==> src/rtl/sparc_exu_div_pkg.sv <==
// Shared definitions for the EXU divide/multiply Y register control.
// Select encodings are one-hot so each bit maps straight to a mux4ds leg.
package sparc_exu_div_pkg;

  localparam int NTHR_DEF = 4;

  typedef enum logic [3:0] {
    SEL_L  = 4'b0001,
    SEL_SH = 4'b0010,
    SEL_G  = 4'b0100,
    SEL_W  = 4'b1000
  } yreg_sel_e;

endpackage

==> src/rtl/sparc_exu_div_yreg_ctl_thr.sv <==
// Per-thread Y select priority and busy scoreboard bit.
// Exactly one select leg is high at all times.
module sparc_exu_div_yreg_ctl_thr
  import sparc_exu_div_pkg::*;
(
  input  logic clk,
  input  logic reset,
  input  logic commit,
  input  logic pend,
  input  logic mul_req,
  input  logic sh_req,
  output logic wen_w,
  output logic wen_g,
  output logic wen_l,
  output logic shift,
  output logic busy,
  output logic conflict
);

  yreg_sel_e sel;

  // Priority pick: W2 write, then multiplier, then MULScc shift, else hold.
  always_comb begin
    sel = SEL_L;
    priority case (1'b1)
      pend:    sel = SEL_W;
      mul_req: sel = SEL_G;
      sh_req:  sel = SEL_SH;
      default: sel = SEL_L;
    endcase
  end

  assign wen_w = sel[3];
  assign wen_g = sel[2];
  assign shift = sel[1];
  assign wen_l = sel[0];

  assign conflict = (pend & mul_req) | (pend & sh_req) | (mul_req & sh_req);

  // Busy from commit until the W2 write; a new commit wins over the clear.
  always_ff @(posedge clk or posedge reset) begin
    if (reset)       busy <= 1'b0;
    else if (commit) busy <= 1'b1;
    else if (wen_w)  busy <= 1'b0;
  end

  a_sel_1h: assert property (@(posedge clk) $onehot(sel));

endmodule

==> src/rtl/sparc_exu_div_yreg_ctl.sv <==
// Y register write/shift sequencer: WRY delay pipe, per-thread selects,
// RDY stall and sticky same-thread conflict flag.
module sparc_exu_div_yreg_ctl
  import sparc_exu_div_pkg::*;
#(
  parameter int NTHR = NTHR_DEF,
  parameter int YDLY = 1
) (
  input  logic            clk,
  input  logic            reset,
  input  logic            wry_vld_w,
  input  logic [NTHR-1:0] wry_thr_w,
  input  logic            flush_w,
  input  logic            mul_wen_g,
  input  logic [NTHR-1:0] mul_thr_g,
  input  logic            muls_vld_g,
  input  logic [NTHR-1:0] muls_thr_g,
  input  logic            muls_rs1_0_g,
  input  logic            rdy_vld_e,
  input  logic [NTHR-1:0] rdy_thr_e,
  output logic [NTHR-1:0] ecl_div_yreg_wen_w,
  output logic [NTHR-1:0] ecl_div_yreg_wen_g,
  output logic [NTHR-1:0] ecl_div_yreg_wen_l,
  output logic [NTHR-1:0] ecl_div_yreg_shift_g,
  output logic            ecl_div_yreg_data_31_g,
  output logic [NTHR-1:0] yreg_busy,
  output logic            yreg_rdy_stall_e,
  output logic            yreg_conflict_err
);

  logic [NTHR-1:0] wry_pend_now;
  logic [NTHR-1:0] pipe [YDLY];
  logic [NTHR-1:0] pend_w2;
  logic [NTHR-1:0] mul_req;
  logic [NTHR-1:0] sh_req;
  logic [NTHR-1:0] conflict;

  assign wry_pend_now = (wry_vld_w & ~flush_w) ? wry_thr_w : '0;

  // WRY commit delay pipe; a flushed WRY never enters it.
  always_ff @(posedge clk or posedge reset) begin
    if (reset) begin
      for (int i = 0; i < YDLY; i++) pipe[i] <= '0;
    end else begin
      pipe[0] <= wry_pend_now;
      for (int i = 1; i < YDLY; i++) pipe[i] <= pipe[i-1];
    end
  end

  assign pend_w2 = pipe[YDLY-1];

  // G-stage requests are masked in reset so every thread selects hold.
  assign mul_req = (mul_wen_g & ~reset) ? mul_thr_g : '0;
  assign sh_req  = (muls_vld_g & ~reset) ? muls_thr_g : '0;

  for (genvar t = 0; t < NTHR; t++) begin : g_thr
    sparc_exu_div_yreg_ctl_thr u_thr (
      .clk      (clk),
      .reset    (reset),
      .commit   (wry_pend_now[t]),
      .pend     (pend_w2[t]),
      .mul_req  (mul_req[t]),
      .sh_req   (sh_req[t]),
      .wen_w    (ecl_div_yreg_wen_w[t]),
      .wen_g    (ecl_div_yreg_wen_g[t]),
      .wen_l    (ecl_div_yreg_wen_l[t]),
      .shift    (ecl_div_yreg_shift_g[t]),
      .busy     (yreg_busy[t]),
      .conflict (conflict[t])
    );
  end

  assign ecl_div_yreg_data_31_g = (|ecl_div_yreg_shift_g) & muls_rs1_0_g;

  assign yreg_rdy_stall_e = rdy_vld_e &
                            (|(rdy_thr_e & (yreg_busy | wry_pend_now)));

  // Sticky flag for any thread seeing two updates in one cycle.
  always_ff @(posedge clk or posedge reset) begin
    if (reset)          yreg_conflict_err <= 1'b0;
    else if (|conflict) yreg_conflict_err <= 1'b1;
  end

  a_wry_1h: assert property (@(posedge clk) disable iff (reset)
    wry_vld_w |-> $onehot(wry_thr_w));
  a_mul_1h: assert property (@(posedge clk) disable iff (reset)
    mul_wen_g |-> $onehot(mul_thr_g));
  a_muls_1h: assert property (@(posedge clk) disable iff (reset)
    muls_vld_g |-> $onehot(muls_thr_g));
  a_rdy_1h: assert property (@(posedge clk) disable iff (reset)
    rdy_vld_e |-> $onehot(rdy_thr_e));

endmodule
==> config.mk <==
export PLATFORM = sky130hd
export DESIGN_NAME = sparc_exu_div_yreg_ctl
export DESIGN_NICKNAME = d
export VERILOG_FILES = /design/src/rtl/sparc_exu_div_pkg.sv /design/src/rtl/sparc_exu_div_yreg_ctl_thr.sv /design/src/rtl/sparc_exu_div_yreg_ctl.sv
export SDC_FILE = /design/constraint.sdc
export NUM_CORES = 1
export LEC_CHECK = 0
export CAP_MARGIN = 0
export CORE_MARGIN = 2
export CORE_UTILIZATION = 30
export CTS_BUF_LIST = sky130_fd_sc_hd__clkbuf_2 sky130_fd_sc_hd__clkbuf_4 sky130_fd_sc_hd__clkbuf_8
export DETAILED_ROUTE_END_ITERATION = 8
export HOLD_SLACK_MARGIN = 0.02
export MAX_ROUTING_LAYER = met4
export PLACE_DENSITY = 0.69
export SLEW_MARGIN = 0
export SYNTH_ARGS = -nofsm -noshare
export SYNTH_HDL_FRONTEND = slang
export SYNTH_SLANG_ARGS = --single-unit
==> constraint.sdc <==
create_clock -name clk -period 2.2 [get_ports clk]
set_input_delay 0.66 -clock clk [delete_from_list [all_inputs] [get_ports clk]]
set_output_delay 0.66 -clock clk [all_outputs]
set_load 0.05 [all_outputs]
== Yosys cells after proc, flatten, opt, wreduce, memory -nomap -nowiden ==
Cells that the tools add are included.

* Reduce and logical (&&, ||, !) cells: 7
* Multiplexer cells: 23
* Bitwise logic cells: 29

{| class="wikitable"
|+ Operator list
! kind !! count
|-
| $mux 4 || 11
|-
| $and 1x1->1 || 17
|-
| $reduce_or 4->1 || 3
|-
| $mux 1 || 8
|-
| $mux 2 || 4
|-
| $or 1x1->1 || 8
|-
| $reduce_bool 2->1 || 4
|-
| $and 4x4->4 || 1
|-
| $or 4x4->4 || 1
|-
| $not 1->1 || 2
|}

* Register bits: 9
* Output and inout port bits: 23
* Bits of input ports: 24

== Logic depth before layout (Yosys ltp) ==
* Depth in word-level cells: 8
* Depth in mapped cells: 5

== By module ==
Synthesis repeated with hierarchy kept, for this count alone.

* Cell total of the unflattened synthesis: 67
* Area total of the unflattened synthesis: 610.6 um2

{| class="wikitable"
|+ Modules (own cells, without submodules)
! module !! times used !! cells each !! area an instance (um2) !! sequential area each (um2)
|-
| sparc_exu_div_yreg_ctl_thr || 4 || 9 || 80.1 || 25.0
|-
| sparc_exu_div_yreg_ctl || 1 || 31 || 290.3 || 125.1
|}

== Least setup slack after synthesis ==
Ideal clock, no wire load.

* Kind: input to output
* From: in reset
* To: out ecl_div_yreg_data_31_g
* Arrival: 1,715 ps
* Cell stages on the path: 4
* Path slack: -175 ps
* Buffers on the path: 1
* Path through: buf_6 > nand2b_4 > nor4bb_4 > o41a_1

* Longest elaborated chain between the ends: 8

{| class="wikitable"
|+ RTL lines
! what !! RTL line !! source
|-
| start, declared || sparc_exu_div_yreg_ctl.sv:10 || <nowiki>input logic reset,</nowiki>
|-
| $not 1->1 (*) || sparc_exu_div_yreg_ctl.sv:53, sparc_exu_div_yreg_ctl.sv:54 ||
|-
| $and 1x1->1 || sparc_exu_div_yreg_ctl.sv:54 || <nowiki>assign sh_req = (muls_vld_g & ~reset) ? muls_thr_g : '0;</nowiki>
|-
| $mux 4 || sparc_exu_div_yreg_ctl.sv:54 ||
|-
| $mux 2 || sparc_exu_div_yreg_ctl_thr.sv:25 || <nowiki>priority case (1'b1)</nowiki>
|-
| $mux 4 (*) (2 in series) || sparc_exu_div_yreg_ctl_thr.sv:25 ||
|-
| named net g_thr[1].u_thr.shift || sparc_exu_div_yreg_ctl_thr.sv:15 || <nowiki>output logic shift,</nowiki>
|-
| $reduce_or 4->1 (*) || sparc_exu_div_yreg_ctl.sv:73 || <nowiki>assign ecl_div_yreg_data_31_g = (|ecl_div_yreg_shift_g) & muls_rs1_0_g;</nowiki>
|-
| $and 1x1->1 (*) || sparc_exu_div_yreg_ctl.sv:73 ||
|-
| end, declared || sparc_exu_div_yreg_ctl.sv:25 || <nowiki>output logic ecl_div_yreg_data_31_g,</nowiki>
|}

Mark *: on every way through the listed nets, which the timed path passes. The rest lies on a longest branch.

== Final worst setup path ==
* From: in muls_thr_g[0]
* To: out ecl_div_yreg_data_31_g

* Longest elaborated chain between the ends: 6

{| class="wikitable"
|+ RTL lines
! what !! RTL line !! source
|-
| start, declared || sparc_exu_div_yreg_ctl.sv:17 || <nowiki>input logic [NTHR-1:0] muls_thr_g,</nowiki>
|-
| $mux 4 || sparc_exu_div_yreg_ctl.sv:54 ||
|-
| $mux 2 || sparc_exu_div_yreg_ctl_thr.sv:25 ||
|-
| $mux 4 (2 in series) || sparc_exu_div_yreg_ctl_thr.sv:25 ||
|-
| $reduce_or 4->1 || sparc_exu_div_yreg_ctl.sv:73 ||
|-
| $and 1x1->1 || sparc_exu_div_yreg_ctl.sv:73 ||
|}

No other way between the ends.

==> metrics <==
die area 2811 sq um; syn nets 110; worst-path maximum fanout 2; I/O pins 47; clock skew 1.182 ps; Avg Inst Size Synth 8.380 sq um; global-route wire length before repair 3.677 mm; most frequent cells after synthesis buf_4 (20), dfrtp_1 (9), nand2_1 (8), nor2_1 (7); arrival time worst endpoint 1640 ps; die height 53.02 microns; HP Class reg2reg; Worst-Skew Late Latency 260 ps; non-filler cells, final 176; Fin. Hold Viols 0; Starting Density 32.27%; worst path required time 1540 ps; Iteration-0 DRC Markers 22; violated checks negative setup slack; Post-synth EDFFs 0; Tot GR Track Use 18.50%; Root Driver clkbuf_4; Port Buffers 46; Post-Route Utilization 67.90%; Setup CP Type in2out; Placed Cells 162; Via density 4.898; Bufs on Longest Clock Path 2; MaxCap Viol Count 0; CTS Buf Count 3; relative slew slack 65.87%; DP HPWL 1.755 mm; grt ovf 0; top post-synthesis cells by area dfrtp_1 (31%), buf_4 (21%), and3b_1 (4.9%), a21o_1 (4.2%), nand2_1 (4.2%); P&R area growth vs syn 110.4%; clock slew at reported path FFs 50 ps; RSZ-0062 raised after global routing yes; ANT nets after route 0; detailed-router iteration count before antenna repair 4; vias in the first global route 876; GPL Wtd Cong 0.7579; largest net degree at the start of global routing 10; final setup margin -104.8 ps; Syn Inst Count 86; Post-synth ARST share 100.0%; diodes inserted 0; Worst VDD drop 0.0002787 V; synth unique cells 21; share of cells above drive strength 1 62.84%; hold_buf cts 0; clk sinks 9; Final period util 104.8%; CTS tree yes; PD cells 456.6 nW/um^2; Placeable Area 2233 sq um; # H-tree levels 1; Routed WL 2.433 mm; Layout Nets 173; WL/cell 13.82 microns; via count 862; LEAKAGE 0.7497 nW; Ys Warns 0; synthesis-stage register bit count 9; CP startpoint kind input port; initial antenna violation count 0; Worst Tran Pin Value 510.3 ps; status finished with violations; Die X 53.02 microns; Main synth FF type dfrtp_1; Max Clk Rate 0.4339 GHz; post-synth top area cell dfrtp_1; fin crit period 2305 ps; most frequent cell after synthesis buf_4; Crit. End Element output port; post-synth top area share 31.25%; drt drc 0; cell row count 17; sequential element share of the synthesized area 31.25%; filler cell count 175; final setup fails 3; pins over their slew limit 0; total power draw 0.6924 mW; Post-Synthesis Cell Area 720.7 sq um
==> cells in the final DEF, fill, tap and decap left out, drive strengths merged <==
master / n
a222oi: 1
and3b: 4
nor4bb: 1
o21ai: 5
dlygate4sd2: 4
clkbuf: 9
nand4: 1
nand2b: 1
dlymetal6s2s: 1
clkdlybuf4s50: 6
nor3: 4
nand2: 9
a221oi: 2
nand3: 4
clkdlybuf4s15: 2
buf: 61
nor2: 7
and2: 1
dfrtp: 9
a21o: 4
o41a: 1
nor3b: 1
inv: 5
a21oi: 5
==> critical path, stage by stage <==
cell and delay (ps):
clkdlybuf4s15_1 200, nand3_2 100, nor2_4 50, o41a_4 460
buf_8 160
==> through the flow <==
step | instance area (sq um) | worst slack, ps | hold WS (ps) | setup TNS (ps)
2_1_floorplan | 730.7 | 0.4470 | 467.4 | 0
3_3_place_gp | 1340 | -571.7 | 471.2 | -4588
3_5_place_dp | 1340 | -617.2 | 473.1 | -4866
4_1_cts | 1489 | -97.29 | 485.0 | -97.29
5_1_grt | 1516 | -117.0 | 516.3 | -241.6
6_report | 1516 | -104.8 | 474.5 | -146.7
==> cell families (layout without fill, tap and decap cells) <==
group / count (synthesis) / in the layout / share of synthesized area [%]
compound gates: 18 / 18 / 16.49
simple gates: 33 / 33 / 27.26
buf+inv: 26 / 88 / 25.00
flops: 9 / 9 / 31.25
==> layer usage <==
layer | part of all wire, % | routed length, microns | track usage [%] | up-vias
li1 | - | - | - | 404
met1 | 35 | 860 | 18.07 | 410
met2 | 56 | 1365 | 35.21 | 46
met3 | 7.7 | 187 | 1.977 | 2
met4 | 0.78 | 19 | 10.26 | 0
met5 | 0 | 0 | - | -
==> power by group <==
group	switching (mW)	internal [mW]	total [mW]
sequential	0.0159	0.180	0.196
clock	0.0524	0.0819	0.134
combinational	0.192	0.170	0.362
==> path summary, 6_finish.rpt <==
| kind | start | end | slack (ps) | depth (start not counted) |
|---|---|---|---|---|
| max | muls_thr_g[0] | ecl_div_yreg_data_31_g | -100 | 5 |
| min | yreg_conflict_err | yreg_conflict_err | 470 | 2 |
| max reg2reg | pend_w2[0] | yreg_conflict_err | 1070 | 4 |
| min reg2reg | yreg_conflict_err | yreg_conflict_err | 470 | 2 |
| max in group asynchronous | reset | pend_w2[0] | 1480 | 4 |
| min in group asynchronous | reset | pend_w2[2] | 580 | 4 |
==> final cells by class <==
class	instances	area, sq um	area share, %
Clock buffer	4	30.03	1.980
Inverter	5	18.77	1.238
Multi-Input combinational cell	51	409.1	26.98
Sequential cell	9	226.5	14.93
Timing Repair Buffer	79	797.0	52.56
Tap cell	28	35.03	2.310
==> state kept, by name (all words and copies together) (netlist names) <==
name / flops
yreg_conflict_err: 1
pend_w2: 4
g_thr.u_thr.busy: 4
==> repair_timing <==
| action | in CTS | in global routing |
|---|---|---|
| buffers inserted | 10 | 2 |
| resized for setup | 81 | 20 |
| endpoints found under the setup margin | 14 | 8 |
| pin swaps | 19 | 14 |
No activity file was read; power rests on OpenSTA's default activity.
